--- src/rtl/pulse_barrier.sv ---
// Pulse barrier: collects one arrival per enabled channel, then issues fire,
// followed GAP cycles later by done; an optional timeout abandons a partial set.
module pulse_barrier #(
  parameter int N_CH  = 4,
  parameter int GAP   = 1,
  parameter int TO_W  = 16,
  parameter int CNT_W = 8
) (
  input  logic              clk,
  input  logic              rst,
  input  logic [N_CH-1:0]   in,
  input  logic [N_CH-1:0]   en_mask,
  input  logic [TO_W-1:0]   timeout_val,
  input  logic              err_clr,
  output logic              fire,
  output logic              done,
  output logic              timeout,
  output logic [N_CH-1:0]   seen,
  output logic [N_CH-1:0]   dup_err,
  output logic [CNT_W-1:0]  fire_cnt,
  output logic              busy
);

  typedef enum logic [1:0] {
    COLLECT = 2'd0,
    FIRE    = 2'd1,
    WAIT    = 2'd2
  } state_t;

  state_t           state, state_next;
  logic [7:0]       wait_cnt, wait_next;
  logic [TO_W-1:0]  to_cnt, to_next;
  logic [N_CH-1:0]  seen_next, dup_next, active;
  logic [CNT_W-1:0] cnt_next;
  logic             complete, timeout_hit;
  logic             fire_next, done_next, timeout_next;

  always_ff @(posedge clk or posedge rst) begin
    if (rst) begin
      state    <= COLLECT;
      wait_cnt <= '0;
      to_cnt   <= '0;
      seen     <= '0;
      dup_err  <= '0;
      fire_cnt <= '0;
      fire     <= 1'b0;
      done     <= 1'b0;
      timeout  <= 1'b0;
    end else begin
      state    <= state_next;
      wait_cnt <= wait_next;
      to_cnt   <= to_next;
      seen     <= seen_next;
      dup_err  <= dup_next;
      fire_cnt <= cnt_next;
      fire     <= fire_next;
      done     <= done_next;
      timeout  <= timeout_next;
    end
  end

  always_comb begin
    state_next   = state;
    wait_next    = wait_cnt;
    done_next    = 1'b0;
    active       = seen & en_mask;
    complete     = (state == COLLECT) && (en_mask != '0) && (active == en_mask);
    timeout_hit  = (state == COLLECT) && (timeout_val != '0) && !complete &&
                   (to_cnt == (timeout_val - TO_W'(1)));
    fire_next    = complete;
    timeout_next = timeout_hit;
    cnt_next     = complete ? fire_cnt + CNT_W'(1) : fire_cnt;
    // Arrivals during FIRE/WAIT accumulate so nothing is lost across a release.
    seen_next    = ((complete || timeout_hit) ? '0 : seen) | (in & en_mask);
    dup_next     = (err_clr ? '0 : dup_err) |
                   (in & en_mask & seen & {N_CH{!complete}});
    to_next      = ((state == COLLECT) && (active != '0) && !complete && !timeout_hit)
                   ? to_cnt + TO_W'(1) : '0;

    case (state)
      COLLECT: begin
        if (complete) state_next = FIRE;
      end
      FIRE: begin
        if (GAP == 1) begin
          state_next = COLLECT;
          done_next  = 1'b1;
        end else begin
          state_next = WAIT;
          wait_next  = '0;
        end
      end
      WAIT: begin
        // done rises together with the return to COLLECT, GAP cycles after fire.
        if (wait_cnt == 8'(GAP - 2)) begin
          state_next = COLLECT;
          done_next  = 1'b1;
        end else begin
          wait_next = wait_cnt + 8'd1;
        end
      end
      default: state_next = COLLECT;
    endcase
  end

  assign busy = (state != COLLECT);

endmodule

--- config.mk ---
export PLATFORM = sky130hd
export DESIGN_NAME = pulse_barrier
export DESIGN_NICKNAME = d
export VERILOG_FILES = /design/src/rtl/pulse_barrier.sv
export SDC_FILE = /design/constraint.sdc
export NUM_CORES = 1
export LEC_CHECK = 0
export CAP_MARGIN = 10
export CELL_PAD_IN_SITES_DETAIL_PLACEMENT = 0
export CELL_PAD_IN_SITES_GLOBAL_PLACEMENT = 1
export CORE_ASPECT_RATIO = 1.25
export CORE_UTILIZATION = 39
export CTS_CLUSTER_SIZE = 28
export DETAILED_ROUTE_END_ITERATION = 8
export PLACE_DENSITY_LB_ADDON = 0.1
export SYNTH_ARGS = -nofsm -noshare
export SYNTH_HDL_FRONTEND = slang
export SYNTH_SLANG_ARGS = --single-unit
--- constraint.sdc ---
create_clock -name clk -period 2.95 [get_ports clk]
set_clock_uncertainty 0.2 [all_clocks]
set_input_delay 0.59 -clock clk [delete_from_list [all_inputs] [get_ports clk]]
set_output_delay 0.59 -clock clk [all_outputs]
set_load 0.005 [all_outputs]
==> results of run 1 <==
==> registers in the layout, summed over array words and instances (netlist names) <==
| name | count |
|---|---|
| to_cnt | 16 |
| dup_err | 4 |
| timeout | 1 |
| done | 1 |
| state | 1 |
| seen | 4 |
| fire | 1 |
| fire_cnt | 8 |
==> cell usage in the layout, fill, tap and decap left out, types with 2 or more instances in the layout <==
cell type	Yosys	final
a2111oi_2	0	2
a21oi_1	2	2
a32o_1	4	3
and3_1	4	4
buf_2	0	2
buf_4	0	33
buf_6	3	6
clkbuf_8	0	5
clkdlybuf4s50_1	0	37
dfrtp_1	36	36
dlymetal6s2s_1	0	5
ha_1	4	4
inv_1	16	16
mux2_2	2	2
nand2_1	15	15
nand2b_1	2	2
nand3_1	11	11
nand3b_1	2	2
nand4_1	8	8
nor2_1	32	20
nor2_2	0	2
nor2_4	0	10
nor3_1	8	5
nor3_2	0	2
nor4_1	4	3
o21ai_0	3	3
o22ai_1	6	6
or4_4	2	3
xnor2_1	24	24
xor2_1	16	16
==> power by group through the flow <==
| stage | clock network [W] | logic, W | registers (W) |
|---|---|---|---|
| global route | 0.000363 | 0.000928 | 0.000760 |
| floorplan | 0 | 0.000324 | 0.000734 |
| finish | 0.000329 | 0.000860 | 0.000738 |
| CTS | 0.000340 | 0.000847 | 0.000738 |
| global placement | 0 | 0.000714 | 0.000745 |
| detailed placement | 0 | 0.000725 | 0.000748 |
==> critical path: stages <==
cell and delay [ns]:
buf_6 0.09, or4_4 0.52, or4_4 0.46, buf_6 0.15, o32ai_4 0.25, or4b_4 0.52
o21ai_4 0.24, clkbuf_16 0.21, nor2_1 0.04
==> cells in the mapped netlist (all sizes together) (2+ instances only) <==
library cell | count | share of area [%]
a2111oi | 3 | 1.2
o21ai | 4 | 1.4
nand3b | 2 | 0.68
or3 | 3 | 1.1
mux2 | 2 | 1.0
nand3 | 11 | 2.5
nand4 | 8 | 2.3
or4 | 3 | 1.4
xnor2 | 24 | 9.5
clkbuf | 4 | 0.68
o22ai | 6 | 1.7
buf | 3 | 1.5
nand2b | 2 | 0.56
nor3 | 8 | 1.8
nor2 | 32 | 5.4
and3 | 4 | 1.1
dfrtp | 36 | 41
ha | 4 | 2.3
xor2 | 16 | 6.3
nor4 | 5 | 2.1
a32o | 4 | 1.8
nand2 | 15 | 2.5
inv | 16 | 2.7
a21oi | 2 | 0.45
==> cell type report <==
class                   instances  area [sq um]
clock buffers                   6         72.57
clock inverters                 1         5.005
fillers                       489          2146
inverters                      16         60.06
multi-input cells             177          1375
flip-flops and latches         36         900.9
well taps                      64         80.08
repair buffers                 85         803.3
==> what timing repair did <==
action,CTS,global route
buffers inserted,2,0
cloned,1,0
setup endpoints to repair,21,20
pin swaps,16,19
resized for setup,38,26
endpoints found under the hold margin,0,0
==> routing by layer <==
layer	global-route usage [%]	share of wire (%)	vias to the layer above
met3	3.953	3.1	12
met4	10.02	2.4	0
li1	-	-	1003
met1	20.84	40	942
met2	37.86	54	45
met5	0	0	-
==> per-stage QoR <==
stage	setup TNS [ns]	area, sq um
global placement	-12.58	3008
floorplan	-4.351	2231
finish	-2.423	3297
global route	-4.031	3297
CTS	-5.175	3188
detailed placement	-13.56	3008
==> cells by family (layout without fill, tap and decap cells) <==
family | count (synthesis) | after routing | synth area share, %
adders and majority gates | 4 | 4 | 2.257
xor gates and xnor gates | 40 | 40 | 15.80
and+or+nand+nor | 99 | 99 | 23.82
AOI/OAI and AO/OA | 31 | 31 | 11.12
muxes | 3 | 3 | 1.467
DFF | 36 | 36 | 40.63
buffers and inverters | 23 | 108 | 4.910
==> worst paths after layout <==
check | start | end | cells after the start
max | timeout_val[4] | to_cnt[8] | 9
min | fire_cnt[7] | fire_cnt[7] | 1
max reg2reg | to_cnt[11] | to_cnt[8] | 9
min reg2reg | fire_cnt[7] | fire_cnt[7] | 1
max in group asynchronous | rst | to_cnt[6] | 3
min in group asynchronous | rst | fire_cnt[7] | 3
==> run_results.csv, run 1 <==
group,metric,value,unit
placement,dp_slack,-0.6714,ns
routing,routed_wl,5563,microns
placement,io_buffers,46,
pwr,switching_power,0.0006705,W
routing,drt_first_pass_iters,4,
routing,detail-route-antenna-nets,0,
timing,timing.final.crit_share,105.1,%
grt,grt_pass1_wl,9321,microns
timing,fmax,322.4,MHz
worst_setup_path,crit_fanout,8,
grt,grt_usage,19.97,%
grt,grt_pass1_vias,2073,
synth,ys_types,48,
final_layout,diodes,0,
final_layout,areaGrowthSynthToFinish,48.70,%
clock_tree,cts_tree,"done",
final_layout,layout.cells.non_filler,385,
pwr,finalPower,0.001928,W
worst_setup_path,end_kind,"flop",
run_status,violations,"setup timing",
synth,syn_area,2217,sq um
routing,via_per_inst,5.200,
clock_tree,clockBufferDepth,2,
timing,slew_headroom,68.70,%
routing,via_count,2002,
clock_tree,clk_pin_slew,0.07,ns
min_path,hold_path.class,"reg2reg",
die,rows,30,
grt,grt_max_degree,37,
synth,ys_seq_area_share,40.63,%
grt,antenna_found_initial,0,
die,io_pins,47,
routing,routedWlPerCell,14.45,microns
worst_setup_path,crit_required,2.93,ns
synth,ys_ff_latch,36,
pwr,seq_power_share,38.3,%
die,die_y,86.30,microns
pwr,power.internal,0.001257,W
timing,fin_crit,3.102,ns
die,die_w,69.44,microns
routing,drt_iter0_markers,46,
timing,layout_setup_ws,-0.1518,ns
run,maxCapViolCount,0,
placement,dp_cells,375,
synth,synthCells,236,
clock_tree,postCtsHoldBufs,0,
pwr,p_leak,1.355,nW
timing,setup_viol,20,
timing,hold_slack,0.2776,ns
final_layout,utilization,60.57,%
die,start_util,40.74,%
pwr,clockPowerShare,17.1,%
die,die_area,5993,sq um
worst_setup_path,critPathLaunchType,"primary input",
clock_tree,insertion_delay,0.29,ns
timing,slew_violations,0,
clock_tree,cts_buffers,5,
timing,hold_viol,0,
grt,grt_overflow,0,
worst_setup_path,cp_data_arrival_time,3.08,ns
pwr,vdd_drop_max,0.3360,mV
synth,synth_edf_count,0,
timing,tightest_slew,0.4695,ns
die,core,5443,sq um
synth,ys_async_sr_fraction,100.0,%
timing,rsz0062_at_grt,"true",
synth,syn-num-nets,267,
clock_tree,cts_sinks,36,
pwr,p_per_area,584.7,nW/um^2
pwr,switching_share,34.79,%
placement,globalplace.congestion,0.8401,
placement,dp_hpwl,4233,microns
worst_setup_path,r2r_slack,0.45,ns
clock_tree,cts_root_buffer,"clkbuf_8",
final_layout,nets,352,
synth,avgSynthCellArea,9.395,sq um
routing,drc,0,
clock_tree,cts_htree_levels,2,
final_layout,drive_gt1_share,25.86,%
synth,yosysWarningCount,0,
synth,ys.flop_type,"dfrtp_1",
worst_setup_path,path_class,"in2reg",
pwr,p_comb_share,44.6,%
run_status,outcome,"finished, violations left",
Power figures use the tool's default switching activity.
==> inputs of run 2 (changes only) <==
--- a/config.mk
+++ b/config.mk
@@ -10,9 +10,12 @@
 export CELL_PAD_IN_SITES_GLOBAL_PLACEMENT = 1
 export CORE_ASPECT_RATIO = 1.25
 export CORE_UTILIZATION = 39
+export CTS_CLUSTER_DIAMETER = 50
 export CTS_CLUSTER_SIZE = 28
 export DETAILED_ROUTE_END_ITERATION = 8
+export MAX_ROUTING_LAYER = met4
 export PLACE_DENSITY_LB_ADDON = 0.1
+export SLEW_MARGIN = 10
 export SYNTH_ARGS = -nofsm -noshare
 export SYNTH_HDL_FRONTEND = slang
 export SYNTH_SLANG_ARGS = --single-unit
==> run 2 against run 1 <==
Against the previous run:
- the flow still finishes with violations (setup timing)
- first-iteration DRC count rose by 26%
- maximum frequency barely moved
- sequential share of layout area did not move
- cell count did not move
- sequential cell count did not move
- sequential power barely moved
- register-to-register slack barely moved
- core utilization did not move
==> run_results.csv, run 2 (same netlist as run 1, synthesis figures left out) <==
group,metric,value,unit
routing,route.met2.wl,3029,microns
routing,routed_wl,5590,microns
routing,drc,0,
grt,grt_pass1_wl,9315,microns
routing,top_layer,"met4",
placement,postPlaceCellArea,3008,sq um
worst_setup_path,crit_required,2.93,ns
die,core,5443,sq um
grt,grt_pass1_vias,2073,
routing,detail-route-antenna-nets,0,
worst_setup_path,critPathTopFamily,"simple AND/OR/NAND/NOR gates",
die,die_w,69.44,microns
final_layout,layout_commonest_cell,"clkdlybuf4s50_1",
placement,io_buffers,46,
final_layout,drive_gt1_share,25.86,%
worst_setup_path,cp_slowest_cell,"or4_4",
clock_tree,postCtsHoldBufs,0,
die,io_pins,47,
pwr,vdd_drop_max,0.3370,mV
final_layout,top_register,"to_cnt",
worst_setup_path,cp_slowest_stage_delay,0.52,ns
routing,drt_iter0_markers,58,
final_layout,reg_top3,"to_cnt: 16 flops, fire_cnt: 8 flops",
timing,final.setup.tns,-2.428,ns
timing,slew_violations,0,
timing,layout_setup_ws,-0.1517,ns
final_layout,nets,352,
run_status,violations,"setup timing",
grt,antenna_found_initial,0,
clock_tree,cts_buffers,5,
min_path,hold_path.class,"reg2reg",
clock_tree,clk_pin_slew,0.07,ns
timing,setup_viol,20,
timing,hold_viol,0,
run,maxCapViolCount,0,
placement,globalplace.congestion,0.8532,
timing,rsz0062_at_grt,"true",
clock_tree,cts_htree_levels,2,
worst_setup_path,critPathBufInv,3,
final_layout,areaGrowthSynthToFinish,48.70,%
pwr,p_leak,1.355,nW
routing,routedWlPerCell,14.52,microns
routing,drt_first_pass_iters,4,
final_layout,diodes,0,
routing,via_count,1999,
final_layout,final_cell_mix,"37 x clkdlybuf4s50_1, 36 x dfrtp_1, 33 x buf_4",
run_status,outcome,"finished, violations left",
clock_tree,insertion_delay,0.29,ns
worst_setup_path,path_class,"in2reg",
final_layout,fin_area,3297,sq um
grt,grt_usage,20.59,%
die,rows,30,
timing,tightest_slew,0.4704,ns
pwr,p_per_area,585.6,nW/um^2
grt,grt_overflow,0,
die,die_y,86.30,microns
clock_tree,cts_sinks,36,
worst_setup_path,crit_fanout,8,
worst_setup_path,cp_data_arrival_time,3.08,ns
timing,timing.final.crit_share,105.1,%
timing,slew_headroom,68.64,%
placement,dp_slack,-0.6714,ns
die,die_area,5993,sq um
routing,wl_met3,167,microns
grt,grt_max_degree,37,
pwr,finalPower,0.001931,W
clock_tree,cts_root_buffer,"clkbuf_8",
clock_tree,clockBufferDepth,2,
final_layout,largest_reg_flops,16,
worst_setup_path,critPathLaunchType,"primary input",
routing,wl_met1,2233,microns
timing,fin_crit,3.102,ns
worst_setup_path,crit_chain,"buf_6, or4_4, or4_4, buf_6, o32ai_4, or4b_4, o21ai_4, clkbuf_16, nor2_1",
routing,via_per_inst,5.192,
clock_tree,cts_tree,"done",
timing,fmax,322.4,MHz
placement,dp_hpwl,4233,microns
worst_setup_path,end_kind,"flop",
die,start_util,40.74,%
run 2: metrics by stage:
step / hold slack, ns / util (%) / instances
6_report: 0.2776 / 60.57 / 385
5_1_grt: 0.3075 / 60.57 / 385
4_1_cts: 0.2825 / 58.57 / 385
3_5_place_dp: 0.2692 / 55.26 / 375
3_3_place_gp: 0.2664 / 55.26 / 375
2_1_floorplan: 0.2415 / - / 236
run 2: final timing paths:
| check | startpoint | to | slack, ns | cells after the start |
|---|---|---|---|---|
| hold / removal | fire_cnt[7] | fire_cnt[7] | 0.28 | 1 |
| setup / recovery | timeout_val[4] | to_cnt[8] | -0.15 | 9 |
| max in group asynchronous | rst | to_cnt[6] | 1.69 | 3 |
| min in group asynchronous | rst | fire_cnt[7] | 0.53 | 3 |
| setup reg to reg | to_cnt[11] | to_cnt[8] | 0.44 | 9 |
| hold reg to reg | fire_cnt[7] | fire_cnt[7] | 0.28 | 1 |
run 2: final cells by class:
| class | instances | area, sq um |
|---|---|---|
| Multi-Input combinational cell | 177 | 1375 |
| Tap cell | 64 | 80.08 |
| Timing Repair Buffer | 85 | 803.3 |
| Fill cell | 489 | 2146 |
| Clock inverter | 1 | 5.005 |
| Clock buffer | 6 | 72.57 |
| Sequential cell | 36 | 900.9 |
| Inverter | 16 | 60.06 |
run 2: what timing repair did:
item | 4_1_cts | 5_1_grt
setup endpoints to repair | 21 | 20
gates cloned | 1 | 0
buffers inserted | 2 | 0
resized for setup | 38 | 26
pin swaps | 16 | 19
run 2: power breakdown:
group | internal, W | total (W) | leakage (nW) | switching (W)
sequential | 0.000611 | 0.000738 | 0.469 | 0.000127
clock | 0.000160 | 0.000331 | 0.0410 | 0.000171
combinational | 0.000486 | 0.000862 | 0.845 | 0.000376
total | 0.00126 | 0.00193 | 1.36 | 0.000674
run 2: per-layer routing:
| layer | GRT usage (%) | vias up |
|---|---|---|
| met3 | 3.953 | 13 |
| met2 | 37.86 | 42 |
| met4 | 10.02 | 0 |
| li1 | - | 1002 |
| met1 | 20.92 | 942 |
| met5 | - | - |
